$ cat src/rtl/phase_band_gen_pkg.sv
// Shared constants and index types for the oscillator front end and the
// wavetable ROM stage that consumes its outputs.
package phase_band_gen_pkg;

    localparam int ACC_W       = 32;
    localparam int LUT_BITS    = 10;
    localparam int FRAC_W      = 8;
    localparam int NUM_WAVES   = 4;
    localparam int NUM_BANDS   = 22;
    localparam int BAND_OFFSET = 40;

    localparam int BAND_W = $clog2(NUM_BANDS);
    localparam int WAVE_W = $clog2(NUM_WAVES);

    typedef logic [ACC_W-1:0]  acc_t;
    typedef logic [BAND_W-1:0] band_t;
    typedef logic [WAVE_W-1:0] wave_t;

    // What a given cycle does to the accumulator and the registered outputs.
    typedef enum logic [1:0] {
        ACT_HOLD    = 2'd0,
        ACT_ADVANCE = 2'd1,
        ACT_WRAP    = 2'd2,
        ACT_RESTART = 2'd3
    } tick_act_e;

endpackage

$ cat src/rtl/phase_band_gen_band_select.sv
// Maps the tuning word to a band-limited table index: leading-one position
// gives the octave, the bit below it splits the octave into halves, then the
// half-octave index is offset and clamped into the table range.
module phase_band_gen_band_select
    import phase_band_gen_pkg::*;
(
    input  logic  i_clk,
    input  logic  i_rst_n,
    input  acc_t  i_inc,
    output band_t o_band
);

    localparam int POS_W = $clog2(ACC_W);
    localparam int RAW_W = POS_W + 1;

    logic [POS_W-1:0] w_pos;
    logic             w_half;
    logic [RAW_W-1:0] w_raw;
    band_t            w_band;
    band_t            r_band;

    // Leading-one detect; the highest set bit wins. Bit 0 alone and an
    // all-zero word both collapse to position 0 with no half step.
    always_comb begin
        w_pos  = '0;
        w_half = 1'b0;
        for (int i = 1; i < ACC_W; i++) begin
            if (i_inc[i]) begin
                w_pos  = POS_W'(i);
                w_half = i_inc[i-1];
            end
        end
    end

    assign w_raw = {w_pos, w_half};

    // Offset and clamp the half-octave index into [0, NUM_BANDS-1].
    always_comb begin
        w_band = '0;
        if (w_raw < RAW_W'(BAND_OFFSET)) begin
            w_band = '0;
        end else if ((w_raw - RAW_W'(BAND_OFFSET)) > RAW_W'(NUM_BANDS - 1)) begin
            w_band = band_t'(NUM_BANDS - 1);
        end else begin
            w_band = band_t'(w_raw - RAW_W'(BAND_OFFSET));
        end
    end

    // Registered so the band decision lags the tuning word by one cycle.
    always_ff @(posedge i_clk or negedge i_rst_n) begin
        if (!i_rst_n) begin
            r_band <= '0;
        end else begin
            r_band <= w_band;
        end
    end

    assign o_band = r_band;

endmodule

$ cat src/rtl/phase_band_gen.sv
// Per-voice phase accumulator feeding the wavetable ROM. Band and waveform
// only change on a phase wrap or a retrigger so the ROM never switches
// tables in the middle of a cycle.
module phase_band_gen
    import phase_band_gen_pkg::*;
(
    input  logic                clk_i,
    input  logic                rst_ni,
    input  logic                sample_tick_i,
    input  logic [ACC_W-1:0]    inc_i,
    input  logic                inc_valid_i,
    input  logic [WAVE_W-1:0]   wave_sel_i,
    input  logic                retrig_i,
    output logic [LUT_BITS-1:0] phase_o,
    output logic [FRAC_W-1:0]   frac_o,
    output logic [BAND_W-1:0]   band_o,
    output logic [WAVE_W-1:0]   wave_o,
    output logic                wrap_o,
    output logic                valid_o
);

    acc_t       r_acc;
    acc_t       r_inc;
    wave_t      r_wave_next;
    logic       r_retrig_pend;
    band_t      r_band;
    wave_t      r_wave;
    logic       r_wrap;
    logic       r_valid;

    band_t      w_band_next;
    logic [ACC_W:0] w_sum;
    logic       w_restart;
    tick_act_e  w_act;

    phase_band_gen_band_select u_band_select (
        .i_clk   (clk_i),
        .i_rst_n (rst_ni),
        .i_inc   (r_inc),
        .o_band  (w_band_next)
    );

    // Tuning word, requested waveform and retrigger request capture.
    // A tick consumes a pending retrigger whether it came early or with
    // the tick itself.
    always_ff @(posedge clk_i or negedge rst_ni) begin
        if (!rst_ni) begin
            r_inc         <= '0;
            r_wave_next   <= '0;
            r_retrig_pend <= 1'b0;
        end else begin
            if (inc_valid_i) begin
                r_inc <= inc_i;
            end
            r_wave_next <= wave_sel_i;
            if (sample_tick_i) begin
                r_retrig_pend <= 1'b0;
            end else if (retrig_i) begin
                r_retrig_pend <= 1'b1;
            end
        end
    end

    // Decide what this cycle does; retrigger beats a natural wrap.
    always_comb begin
        w_act     = ACT_HOLD;
        w_sum     = {1'b0, r_acc} + {1'b0, r_inc};
        w_restart = r_retrig_pend | retrig_i;
        if (sample_tick_i) begin
            if (w_restart) begin
                w_act = ACT_RESTART;
            end else if (w_sum[ACC_W]) begin
                w_act = ACT_WRAP;
            end else begin
                w_act = ACT_ADVANCE;
            end
        end
    end

    // Accumulator and registered outputs; wrap/valid are single-cycle pulses.
    always_ff @(posedge clk_i or negedge rst_ni) begin
        if (!rst_ni) begin
            r_acc   <= '0;
            r_band  <= '0;
            r_wave  <= '0;
            r_wrap  <= 1'b0;
            r_valid <= 1'b0;
        end else begin
            case (w_act)
                ACT_RESTART: begin
                    r_acc   <= '0;
                    r_band  <= w_band_next;
                    r_wave  <= r_wave_next;
                    r_wrap  <= 1'b1;
                    r_valid <= 1'b1;
                end
                ACT_WRAP: begin
                    r_acc   <= w_sum[ACC_W-1:0];
                    r_band  <= w_band_next;
                    r_wave  <= r_wave_next;
                    r_wrap  <= 1'b1;
                    r_valid <= 1'b1;
                end
                ACT_ADVANCE: begin
                    r_acc   <= w_sum[ACC_W-1:0];
                    r_wrap  <= 1'b0;
                    r_valid <= 1'b1;
                end
                default: begin
                    r_wrap  <= 1'b0;
                    r_valid <= 1'b0;
                end
            endcase
        end
    end

    assign phase_o = r_acc[ACC_W-1 -: LUT_BITS];
    assign frac_o  = r_acc[ACC_W-LUT_BITS-1 -: FRAC_W];
    assign band_o  = r_band;
    assign wave_o  = r_wave;
    assign wrap_o  = r_wrap;
    assign valid_o = r_valid;

endmodule

$ cat config.mk
export PLATFORM = sky130hd
export DESIGN_NAME = phase_band_gen
export DESIGN_NICKNAME = d
export VERILOG_FILES = /design/src/rtl/phase_band_gen_pkg.sv /design/src/rtl/phase_band_gen_band_select.sv /design/src/rtl/phase_band_gen.sv
export SDC_FILE = /design/constraint.sdc
export NUM_CORES = 1
export LEC_CHECK = 0
export ABC_AREA = 1
export CAP_MARGIN = 5
export CELL_PAD_IN_SITES_DETAIL_PLACEMENT = 1
export CELL_PAD_IN_SITES_GLOBAL_PLACEMENT = 1
export CORE_MARGIN = 3
export CORE_UTILIZATION = 46
export CTS_BUF_LIST = sky130_fd_sc_hd__clkbuf_4 sky130_fd_sc_hd__clkbuf_8
export DETAILED_ROUTE_END_ITERATION = 7
export PLACE_DENSITY = 0.95
export SLEW_MARGIN = 20
export SYNTH_ARGS = -nofsm -noshare
export SYNTH_HDL_FRONTEND = slang
export SYNTH_HIERARCHICAL = 1
export SYNTH_SLANG_ARGS = --single-unit
$ cat constraint.sdc
create_clock -name clk_i -period 4.55 [get_ports clk_i]
set_input_delay 1.1375 -clock clk_i [delete_from_list [all_inputs] [get_ports clk_i]]
set_output_delay 1.1375 -clock clk_i [all_outputs]
set_load 0.05 [all_outputs]
; ---- Word-level counts from Yosys, hierarchy flattened
; Cells that the tools add are included.
; Widths: inputs -> output; s select.
[totals]
mem_bits_ro = 0
latchBits = 0
reg_bits = 81
ram_bits = 0
out_inout_bits = 27
in_bits = 39
n_memories = 0
wordCells = 94
[classes]
n_div = 0
n_addsub = 2
magnitude_cmp = 2
n_reduce_logical = 5
shift = 0
n_eq_ne = 3
n_bitwise = 1
muxes = 72
mul = 0
[op_table]
columns = operator, count
row1 = $mux 5, 32
row2 = $pmux 32 s2, 1
row3 = $mux 1, 36
row4 = $add 32x32->33, 1
row5 = $gt 6x5->1 const B, 1
row6 = $lt 6x6->1 const B, 1
row7 = $mux 2, 3
row8 = $sub 6x6->6 const B, 1
row9 = $eq 2x2->1 const B, 2
row10 = $reduce_bool 2->1, 2
row11 = $reduce_or 2->1, 2
row12 = $reduce_or 3->1, 1
row13 = $eq 2x1->1 const B, 1
row14 = $or 1x1->1, 1

; ---- Depth between registers and ports, before layout
; Gate-level depths: netlist of run 1.
[logic_depth]
depth_word = 35
depth_mapped = 31
ltp_nobuf = 31

; ---- Modules after synthesis
; The synthesis of run 1 kept the hierarchy.
[modules_own_cells]
columns = mod, cells_each, n_inst, area_each_um2, seq_area_each_um2
row1 = phase_band_gen, 765, 1, 5434.0, 1901.8
row2 = phase_band_gen_band_select, 160, 1, 805.8, 125.1

; ---- Least setup slack after synthesis of run 1
; No wires, ideal clock.
[synth_path]
path_kind = input to register
from = input retrig_i
to = register r_acc[12]
required_ps = 4484
path_buffers = 1
path_stages = 8
arrival_ps = 1968
slack_ps = 2517
setup_time_ps = 66
cell_sequence = nor2_1 inv_1 nor2_1 inv_1 buf_2 a21oi_1 o21ai_0 nand2_1
[synth_between]
elab_chain_cells = 6
elab_cells_between_ends = 9
cone_classes = eq/ne (3) / mux (3) / bitwise (1) / reduce/logical (2)
[synth_rtl]
columns = item, line
row1 = start: declaration, phase_band_gen.sv:13  ; input logic retrig_i,
row2 = $or 1x1->1 *, phase_band_gen.sv:68  ; w_restart = r_retrig_pend | retrig_i;
row3 = $mux 2 *, phase_band_gen.sv:70  ; if (w_restart) begin
row4 = $mux 2 *, phase_band_gen.sv:69  ; if (sample_tick_i) begin
row5 = $eq 2x1->1 / $eq 2x2->1 (equally long branches), phase_band_gen.sv:89  ; case (w_act)
row6 = $reduce_or 2->1 (no source line), -
row7 = $pmux 32 s2 / $reduce_bool 2->1 (equally long branches), -
row8 = end signal: assignment, phase_band_gen.sv:98  ; r_acc <= w_sum[ACC_W-1:0];
row9 = end signal: assignment, phase_band_gen.sv:105  ; r_acc <= w_sum[ACC_W-1:0];
row10 = end: declaration, phase_band_gen.sv:22  ; acc_t r_acc;
; Mark *: on every way between the ends. The rest lies on a longest branch, timed or not.
; A chain may end at the register's enable or synchronous reset.

; ---- Worst setup path after layout of run 1
[layout_path]
from = input sample_tick_i
to = register r_acc[6]
[layout_between]
elab_chain_cells = 4
elab_cells_between_ends = 7
cone_classes = eq/ne (3) / mux (2) / reduce/logical (2)
[layout_rtl]
columns = item, line
row1 = start: declaration, phase_band_gen.sv:9  ; input logic sample_tick_i,
row2 = $mux 2 *, phase_band_gen.sv:69
row3 = $eq 2x1->1 / $eq 2x2->1 (equally long branches), phase_band_gen.sv:89
row4 = $reduce_or 2->1 (no source line), -
row5 = $pmux 32 s2 / $reduce_bool 2->1 (equally long branches), -
; Marks and branches as above.

==> flow_summary.ini, run 1 <==
[pwr]
finalPower_mw = 2.84
ir_worst_vdd_uv = 265
p_leak_nw = 3.91
power_density_mw_per_mm2 = 398

[clock_network]
insertion_delay_ns = 0.38
cts_tree = built
cts_resized = 0
post_cts_buffers = 0
root_buffer = clkbuf_8
path_clk_slew_ns = 0.09
cts.sinks = 81
numCtsBuffers = 9
htreeDepth = 3
cts_hold_buf = 0
clockBufferDepth = 2

[logic_synthesis]
synth_async_sr_flop_share = 1.00
synth.most_common_cell = nand2_1
synth_nets = 998
ys.flop_type = dfrtp_1
synth_warnings = 6
postSynthCellCount = 925
synth_cell_types = 42
syn_area_per_cell_sq_um = 6.75
synth-seq-cells = 81
syn_area_sq_mm = 0.00624
yosys.area.top_type = dfrtp_1
synth_common_cells = 350 x nand2_1, 140 x inv_1, 81 x dfrtp_1, 71 x nor2_1, 50 x nand3_1
synth_seq_area_share = 0.325
synth_area_leaders = dfrtp_1 32%, nand2_1 21%, inv_1 8.4%
synth_top_area_frac = 0.325
synth-edff-count = 0

[route]
num_vias = 6208
ant_nets = 0
drt_wl_total_um = 20500
drtPass1Iterations = 4
drt_iter0_markers = 296
viasPerCell = 5.39
drc_errors = 0
wl_per_cell_um = 17.8

[setup_path]
end_kind = register
slowest_delay_ns = 0.58
path_cells = clkdlybuf4s50_1 > inv_2 > nor2_1 > buf_4 > inv_1 > a21oi_1 > o21ai_0 > nand2_1
cpMaxStageDelayCell = inv_2
worstPathRequired_ns = 4.81
crit_fanout = 34
path_delay_family = buffers and inverters
worstPathArrival_ns = 3.37
critPathBufInv = 4
worstSetupPathType = input pin to register
startpoint_type = input pin

[finish]
final_nets = 1048
drive_gt1_frac = 0.0929
n_fill_cell = 1740
stdcell_count = 1152
antenna_cells = 0
syn_to_final_growth_pct = 14.6

[grt]
grt_use_total = 0.287
grt_antenna_before_repair = 0
grt_start_max_net_pins = 54
grt_pass1_vias = 6818
grt_overflow = 0
grt_pass1_wl_um = 33600

[job]
cap_violations = 0

[sta]
rsz0062_at_grt = no
final_max_slew_viol_count = 0
hold_viol_final = 0
layout_min_cycle_time_ns = 3.11
fin_skew_ns = 0.0140
tightest_slew_ns = 0.723
fin_crit_sh = 0.684
setup_tns_ns = 0
fmax_mhz = 321
maxSlewHeadroom = 0.518
setup_viol = 0

[floorplan]
die_h_um = 122
start_util = 0.483
placementRows = 41
ios = 66
die_width_um = 122
coreArea_sq_mm = 0.0129
dieArea_sq_mm = 0.0150

[placement]
hpwl_um = 16000
place_inst = 1136
port_buffers = 65
finalWeightedCongestion = 0.842

[worst_hold_path]
min_path_type = register to register

[run_status]
status = complete, no violations
## sequential cells by signal, indices dropped and copies added (netlist names)
signal / cells
band_o: 5
r_acc: 32
r_inc: 32
r_retrig_pend: 1
r_wave_next: 2
u_band_select/o_band: 5
valid_o: 1
wave_o: 2
wrap_o: 1
## worst min-delay path, delay by kind of cell, from the launching register on
family,cells,cell delay (ns)
AND/OR/NAND/NOR,2,0.12
flip-flops,1,0.37
## cell usage in the layout, fill, tap and decap left out, drive strengths merged, types with 28 or more instances in the layout
cell and count:
nor2 76, nand2 365, inv 149, clkdlybuf4s50 64, ha 33, a21oi 43, o21ai 28, nand3 52
dfrtp 81, mux2 32
## final cells by class
class / count / area [sq um] / share of cell area
sequential: 81 / 2030 / 0.283
timing repair buffer: 68 / 671 / 0.0938
inverter: 147 / 552 / 0.0772
clock buffer: 10 / 138 / 0.0192
tap: 172 / 215 / 0.0301
multi-input combinational: 668 / 3480 / 0.486
clock inverter: 6 / 72.6 / 0.0101
## per-stage QoR
| step | hold slack (ns) | setup WS (ns) | utilization | instance area [sq um] |
|---|---|---|---|---|
| after global routing | 0.537 | 1.34 | 0.553 | 7150 |
| final | 0.513 | 1.44 | 0.553 | 7150 |
| after detailed placement | 0.486 | 1.05 | 0.537 | 6940 |
| after floorplan | 0.455 | 2.52 | - | 6240 |
| after global placement | 0.471 | 1.31 | 0.537 | 6940 |
| after CTS | 0.512 | 1.46 | 0.553 | 7150 |
## layer usage
layer	track usage	share of wire
met1	0.369	0.44
met2	0.502	0.50
met3	0.0290	0.040
met4	0.104	0.027
met5	0	0
## where the power goes
part	switching, mW	internal (mW)
logic	0.870	0.434
registers	0.128	0.821
clock network	0.315	0.275
## cell families (layout without fill, tap and decap cells)
logic type | Yosys count | after routing | share of synthesized area
xor gates and xnor gates | 4 | 4 | 0.00561
adders and majority gates | 34 | 34 | 0.0694
and+or+nand+nor | 516 | 516 | 0.346
buffers and inverters | 176 | 231 | 0.118
AOI/OAI and AO/OA | 82 | 82 | 0.0786
muxes | 32 | 32 | 0.0577
DFF | 81 | 81 | 0.325
## path summary, 6_finish.rpt
check                         startpoint                       to  slack (ns)  cells past startpoint
max                        sample_tick_i                 r_acc[6]        1.44                      8
min                             r_acc[9]                 r_acc[9]        0.51                      2
max reg2reg                    r_inc[10]  u_band_select/o_band[4]        1.89                     17
min reg2reg                     r_acc[9]                 r_acc[9]        0.51                      2
max in group asynchronous         rst_ni                r_inc[29]        2.83                      2
min in group asynchronous         rst_ni                 r_acc[1]        0.81                      1
Power figures use the tool's default switching activity.
==> run 2: changes to the inputs <==
--- a/config.mk
+++ b/config.mk
@@ -10,10 +10,10 @@
 export CELL_PAD_IN_SITES_DETAIL_PLACEMENT = 1
 export CELL_PAD_IN_SITES_GLOBAL_PLACEMENT = 1
 export CORE_MARGIN = 3
-export CORE_UTILIZATION = 46
+export CORE_UTILIZATION = 42
 export CTS_BUF_LIST = sky130_fd_sc_hd__clkbuf_4 sky130_fd_sc_hd__clkbuf_8
 export DETAILED_ROUTE_END_ITERATION = 7
-export PLACE_DENSITY = 0.95
+export PLACE_DENSITY = 0.92
 export SLEW_MARGIN = 20
 export SYNTH_ARGS = -nofsm -noshare
 export SYNTH_HDL_FRONTEND = slang
==> constraint.sdc (replaced) <==
create_clock -name clk_i -period 2.9 [get_ports clk_i]
set_input_delay 0.725 -clock clk_i [delete_from_list [all_inputs] [get_ports clk_i]]
set_output_delay 0.725 -clock clk_i [all_outputs]
set_load 0.05 [all_outputs]
==> flow_summary.ini, run 2 (synthesis results as in run 1) <==
[finish]
regArea_sq_mm = 0.00203
n_fill_cell = 1871
antenna_cells = 0
final_nets = 1050
reg_top3 = r_acc (32), r_inc (32)
drive_gt1_frac = 0.0947
syn_to_final_growth_pct = 15.8
final_cell_mix = 350 x nand2_1, 140 x inv_1, 81 x dfrtp_1
multi_input_area_sq_mm = 0.00348
final_common_cell = nand2_1
final_area_sq_mm = 0.00723
utilization = 0.509
stdcell_count = 1162

[pwr]
ir_worst_vdd_uv = 408
finalPower_mw = 4.60
p_leak_nw = 3.94
power_density_mw_per_mm2 = 637

[sta]
hold_viol_final = 0
fin_crit_sh = 0.917
setup_viol = 0
final_max_slew_viol_count = 0
fmax_mhz = 376
layout_min_cycle_time_ns = 2.66
tightest_slew_ns = 0.544
rsz0062_at_grt = no
setup_tns_ns = 0
fin_skew_ns = 0.0191
maxSlewHeadroom = 0.636

[route]
drtPass1Iterations = 5
viasPerCell = 5.27
wl_per_cell_um = 17.1
drt_wl_total_um = 19900
drc_errors = 0
ant_nets = 0
num_vias = 6124
drt_iter0_markers = 327

[worst_hold_path]
min_path_type = input pin to asynchronous set/reset pin

[clock_network]
htreeDepth = 3
post_cts_buffers = 0
root_buffer = clkbuf_8
insertion_delay_ns = 0.40
numCtsBuffers = 9
clockBufferDepth = 2
path_clk_slew_ns = 0.11
cts_resized = 0
cts_tree = built
cts.sinks = 81
cts_hold_buf = 0

[floorplan]
ios = 66
start_util = 0.439
dieArea_sq_mm = 0.0164
die_width_um = 128
die_h_um = 128
placementRows = 43
coreArea_sq_mm = 0.0142

[placement]
hpwl_um = 15000
placed_cell_area_sq_mm = 0.00698
port_buffers = 65
place_inst = 1146
finalWeightedCongestion = 0.892

[grt]
grt_pass1_wl_um = 32800
grt_antenna_before_repair = 0
grt_use_total = 0.252
grt_start_max_net_pins = 47
grt_overflow = 0
grt_pass1_vias = 6617

[setup_path]
end_kind = register
worstPathRequired_ns = 3.24
worstSetupPathType = register to register
worstPathArrival_ns = 3.00
path_cells = nor2_1 > nand2_1 > a31oi_1 > nor2_1 > nor2_1 > o21ai_1 > nand2_1 > inv_1 > ha_1 > xnor2_1 > nor3_1 > nand2_1 > nor2_1 > nor2_2 > nand2_1 > nand2_1 > inv_1
crit_fanout = 7
cpMostUsedCell = nand2_1
startpoint_type = register
cpMaxStageDelayCell = dfrtp_1
slowest_delay_ns = 0.48

[run_status]
status = complete, no violations

[job]
cap_violations = 0
run 2: area by class of cell:
class / instances / share of cell area
multi-input combinational: 668 / 0.481
sequential: 81 / 0.280
timing repair buffer: 70 / 0.0966
inverter: 147 / 0.0764
tap: 180 / 0.0312
clock buffer: 9 / 0.0171
clock inverter: 7 / 0.0171
run 2: per-stage QoR:
step           setup WS (ns)  hold WS, ns
2_1_floorplan          0.884        0.429
3_3_place_gp           0.523        0.460
3_5_place_dp           0.409        0.480
4_1_cts                0.272        0.300
5_1_grt               0.0234        0.325
6_report               0.239        0.288
run 2: per-layer routing:
metal  wire (um)  global-route usage
met4         425              0.0924
met1        9150               0.335
met5           0                   0
met2        9600               0.426
met3         683              0.0275
run 2: worst max-delay path, delay by kind of cell (launching register included):
| family | cells | cell delay, ns |
|---|---|---|
| AO/OA/AOI/OAI | 2 | 0.25 |
| XOR/XNOR | 1 | 0.16 |
| adder cells (fa/ha/maj) | 1 | 0.21 |
| buffers and inverters | 2 | 0.13 |
| flip-flops | 1 | 0.48 |
| AND/OR/NAND/NOR | 11 | 1.38 |
run 2: path summary, 6_finish.rpt:
check | start | endpoint | slack [ns] | cells past startpoint
hold / removal | rst_ni | r_acc[22] | 0.29 | 1
min in group clk_i | u_band_select/o_band[2] | band_o[2] | 0.50 | 2
hold reg to reg | u_band_select/o_band[2] | band_o[2] | 0.50 | 2
setup reg to reg | r_inc[10] | u_band_select/o_band[4] | 0.24 | 17
max in group asynchronous | rst_ni | r_acc[12] | 1.97 | 2
setup / recovery | r_inc[10] | u_band_select/o_band[4] | 0.24 | 17
run 2: report_power, final:
part	internal [mW]	total (mW)	switching [mW]
sequential	1.29	1.49	0.199
combinational	0.684	2.03	1.35
clock	0.580	1.08	0.502
total	2.55	4.60	2.05
==> RTL edit (flow settings as in run 2) <==
Set the package constant `ACC_W` to 64 (it was 32).
--- a/src/rtl/phase_band_gen_pkg.sv
+++ b/src/rtl/phase_band_gen_pkg.sv
@@ -2,7 +2,7 @@
 // wavetable ROM stage that consumes its outputs.
 package phase_band_gen_pkg;
 
-    localparam int ACC_W       = 32;
+    localparam int ACC_W       = 64;
     localparam int LUT_BITS    = 10;
     localparam int FRAC_W      = 8;
     localparam int NUM_WAVES   = 4;
Ports: changed (resized inc_i); port bits go from 66 to 98. No check against the original RTL was run, so the function may have changed too.
==> RTL edit against run 2 <==
The flow now finishes with violations (negative setup slack). Total power up 88%. Sequential cell count up 64. Wire length up 150%. Via count up 130%. Setup slack worse by 1900 ps. Synthesized area up 100%. Design area up 110%. Critical path type unchanged. Largest cell class unchanged.
==> RTL edit: results (changes against run 2) <==
| Metric | Value |
|---|---|
| Post-Place Setup Slack | `-1430 ps (-1840 ps)` |
| Final wirelength | `49000 um (+150%)` |
| Detailed Routing Iterations Pass 1 | `7 (+2)` |
| R2r startpoint | `r_inc[3]` |
| Setup violators final | `5 (+5)` |
| H-tree Lvls | `4 (+1)` |
| Post-DP Area | `0.0146 sq mm (+110%)` |
| Max FO, Critical Path | `4 (-3)` |
| Reg2Reg Depth | `37 (+20)` |
| Max VDD drop | `0.317 mV (-22%)` |
| CTS Buf Count | `17 (+8)` |
| Regs by FF count | `r_acc: 64 flops, r_inc: 64 flops` |
| NumNets Final | `2357 (+120%)` |
| Commonest cells post-synth | `nand2_1, inv_1, nor2_1, dfrtp_1, a21oi_1` |
| Ranking of synthesized cells by area | `dfrtp_1, nand2_1, inv_1, ha_1, mux2_2` |
| Largest net degree at the start of global routing | `65 (+38%)` |
| Setup Skew | `26.4 ps (+7.29 ps)` |
| Average vias per placed instance | `5.29 (+0.39%)` |
| Worst EP arrival | `5000 ps (+2000 ps)` |
| Post-route setup slack | `-1670 ps (-1910 ps)` |
| GPL Wtd Cong | `0.932 (+4.5%)` |
| Outcome | `complete, but fails checks` |
| Slew headroom | `0.573 (-0.0636)` |
| Lkg Pwr | `8.56 nW (+120%)` |
| Synthesized Nets | `2187 (+120%)` |
| Worst r2r dst | `u_band_select/o_band[3]` |
| Detailed Place HPWL | `38800 um (+160%)` |
| Global-route wire length before repair | `76700 um (+130%)` |
| Share of cells above drive strength 1 | `0.118 (+0.0232)` |
| WHS | `206 ps (-82.5 ps)` |
| Final TNS setup | `-7230 ps (-7230 ps)` |
| Failing checks | `negative setup slack` |
| CP peak stage delay | `400 ps (-80 ps)` |
[RTL edit: cell families (layout without fill, tap and decap cells)]
kind of cell	after synthesis	count (layout)	share of synthesized area
mux	64	64	0.0572
flops	145	145	0.288
buf+inv	410	593	0.128
fa+ha+maj	68	68	0.0681
xor+xnor	8	8	0.00556
simple gates	1175	1175	0.378
compound gates	178	178	0.0754
[RTL edit: cell type report]
class	count	area (sq um)
Fill cell	4067	14100
Multi-Input combinational cell	1493	7460
Sequential cell	145	3630
Timing Repair Buffer	190	1740
Inverter	371	1390
Tap cell	384	480
Clock buffer	18	248
Clock inverter	14	145
[RTL edit: worst max-delay path by stage]
stage / to / slack, ps / cells past startpoint
4_1_cts: u_band_select/o_band[0] / -1450 / 66
3_3_place_gp: u_band_select/o_band[1] / -1110 / 66
2_1_floorplan: u_band_select/o_band[1] / -600 / 66
5_1_grt: u_band_select/o_band[1] / -2110 / 68
6_report: u_band_select/o_band[3] / -1670 / 37
3_5_place_dp: u_band_select/o_band[0] / -1430 / 67
[RTL edit: power by group]
group	switching, mW	internal, mW	leakage, nW
logic	2.89	1.44	6.57
registers	0.316	2.29	1.80
clock network	0.997	0.730	0.196
[RTL edit: metal layers]
metal / track usage / vias to the layer above / wire length [um]
li1: - / 6580 / -
met1: 0.401 / 6757 / 21700
met2: 0.509 / 399 / 22900
met3: 0.0591 / 98 / 3040
met4: 0.108 / 2 / 1390
met5: 0 / - / 12
[RTL edit: timing repair]
item	4_1_cts	5_1_grt
cloned	0	0
pin swaps	7	12
setup endpoints to repair	5	17
setup buffers	1	3
endpoints found under the hold margin	0	0
resized for setup	16	16
[RTL edit: stage by stage]
stage,utilization,cells
after detailed placement,0.499,2579
after global routing,0.517,2615
after floorplan,-,2048
after CTS,0.515,2612
after global placement,0.499,2579
final,0.517,2615
[RTL edit: worst max-delay path, delay by kind of cell, from the launching register on]
kind / cells / cell delay (ps)
DFF: 1 / 400
and+or+nand+nor: 16 / 1460
buffers and inverters: 3 / 300
AOI/OAI and AO/OA: 18 / 2350
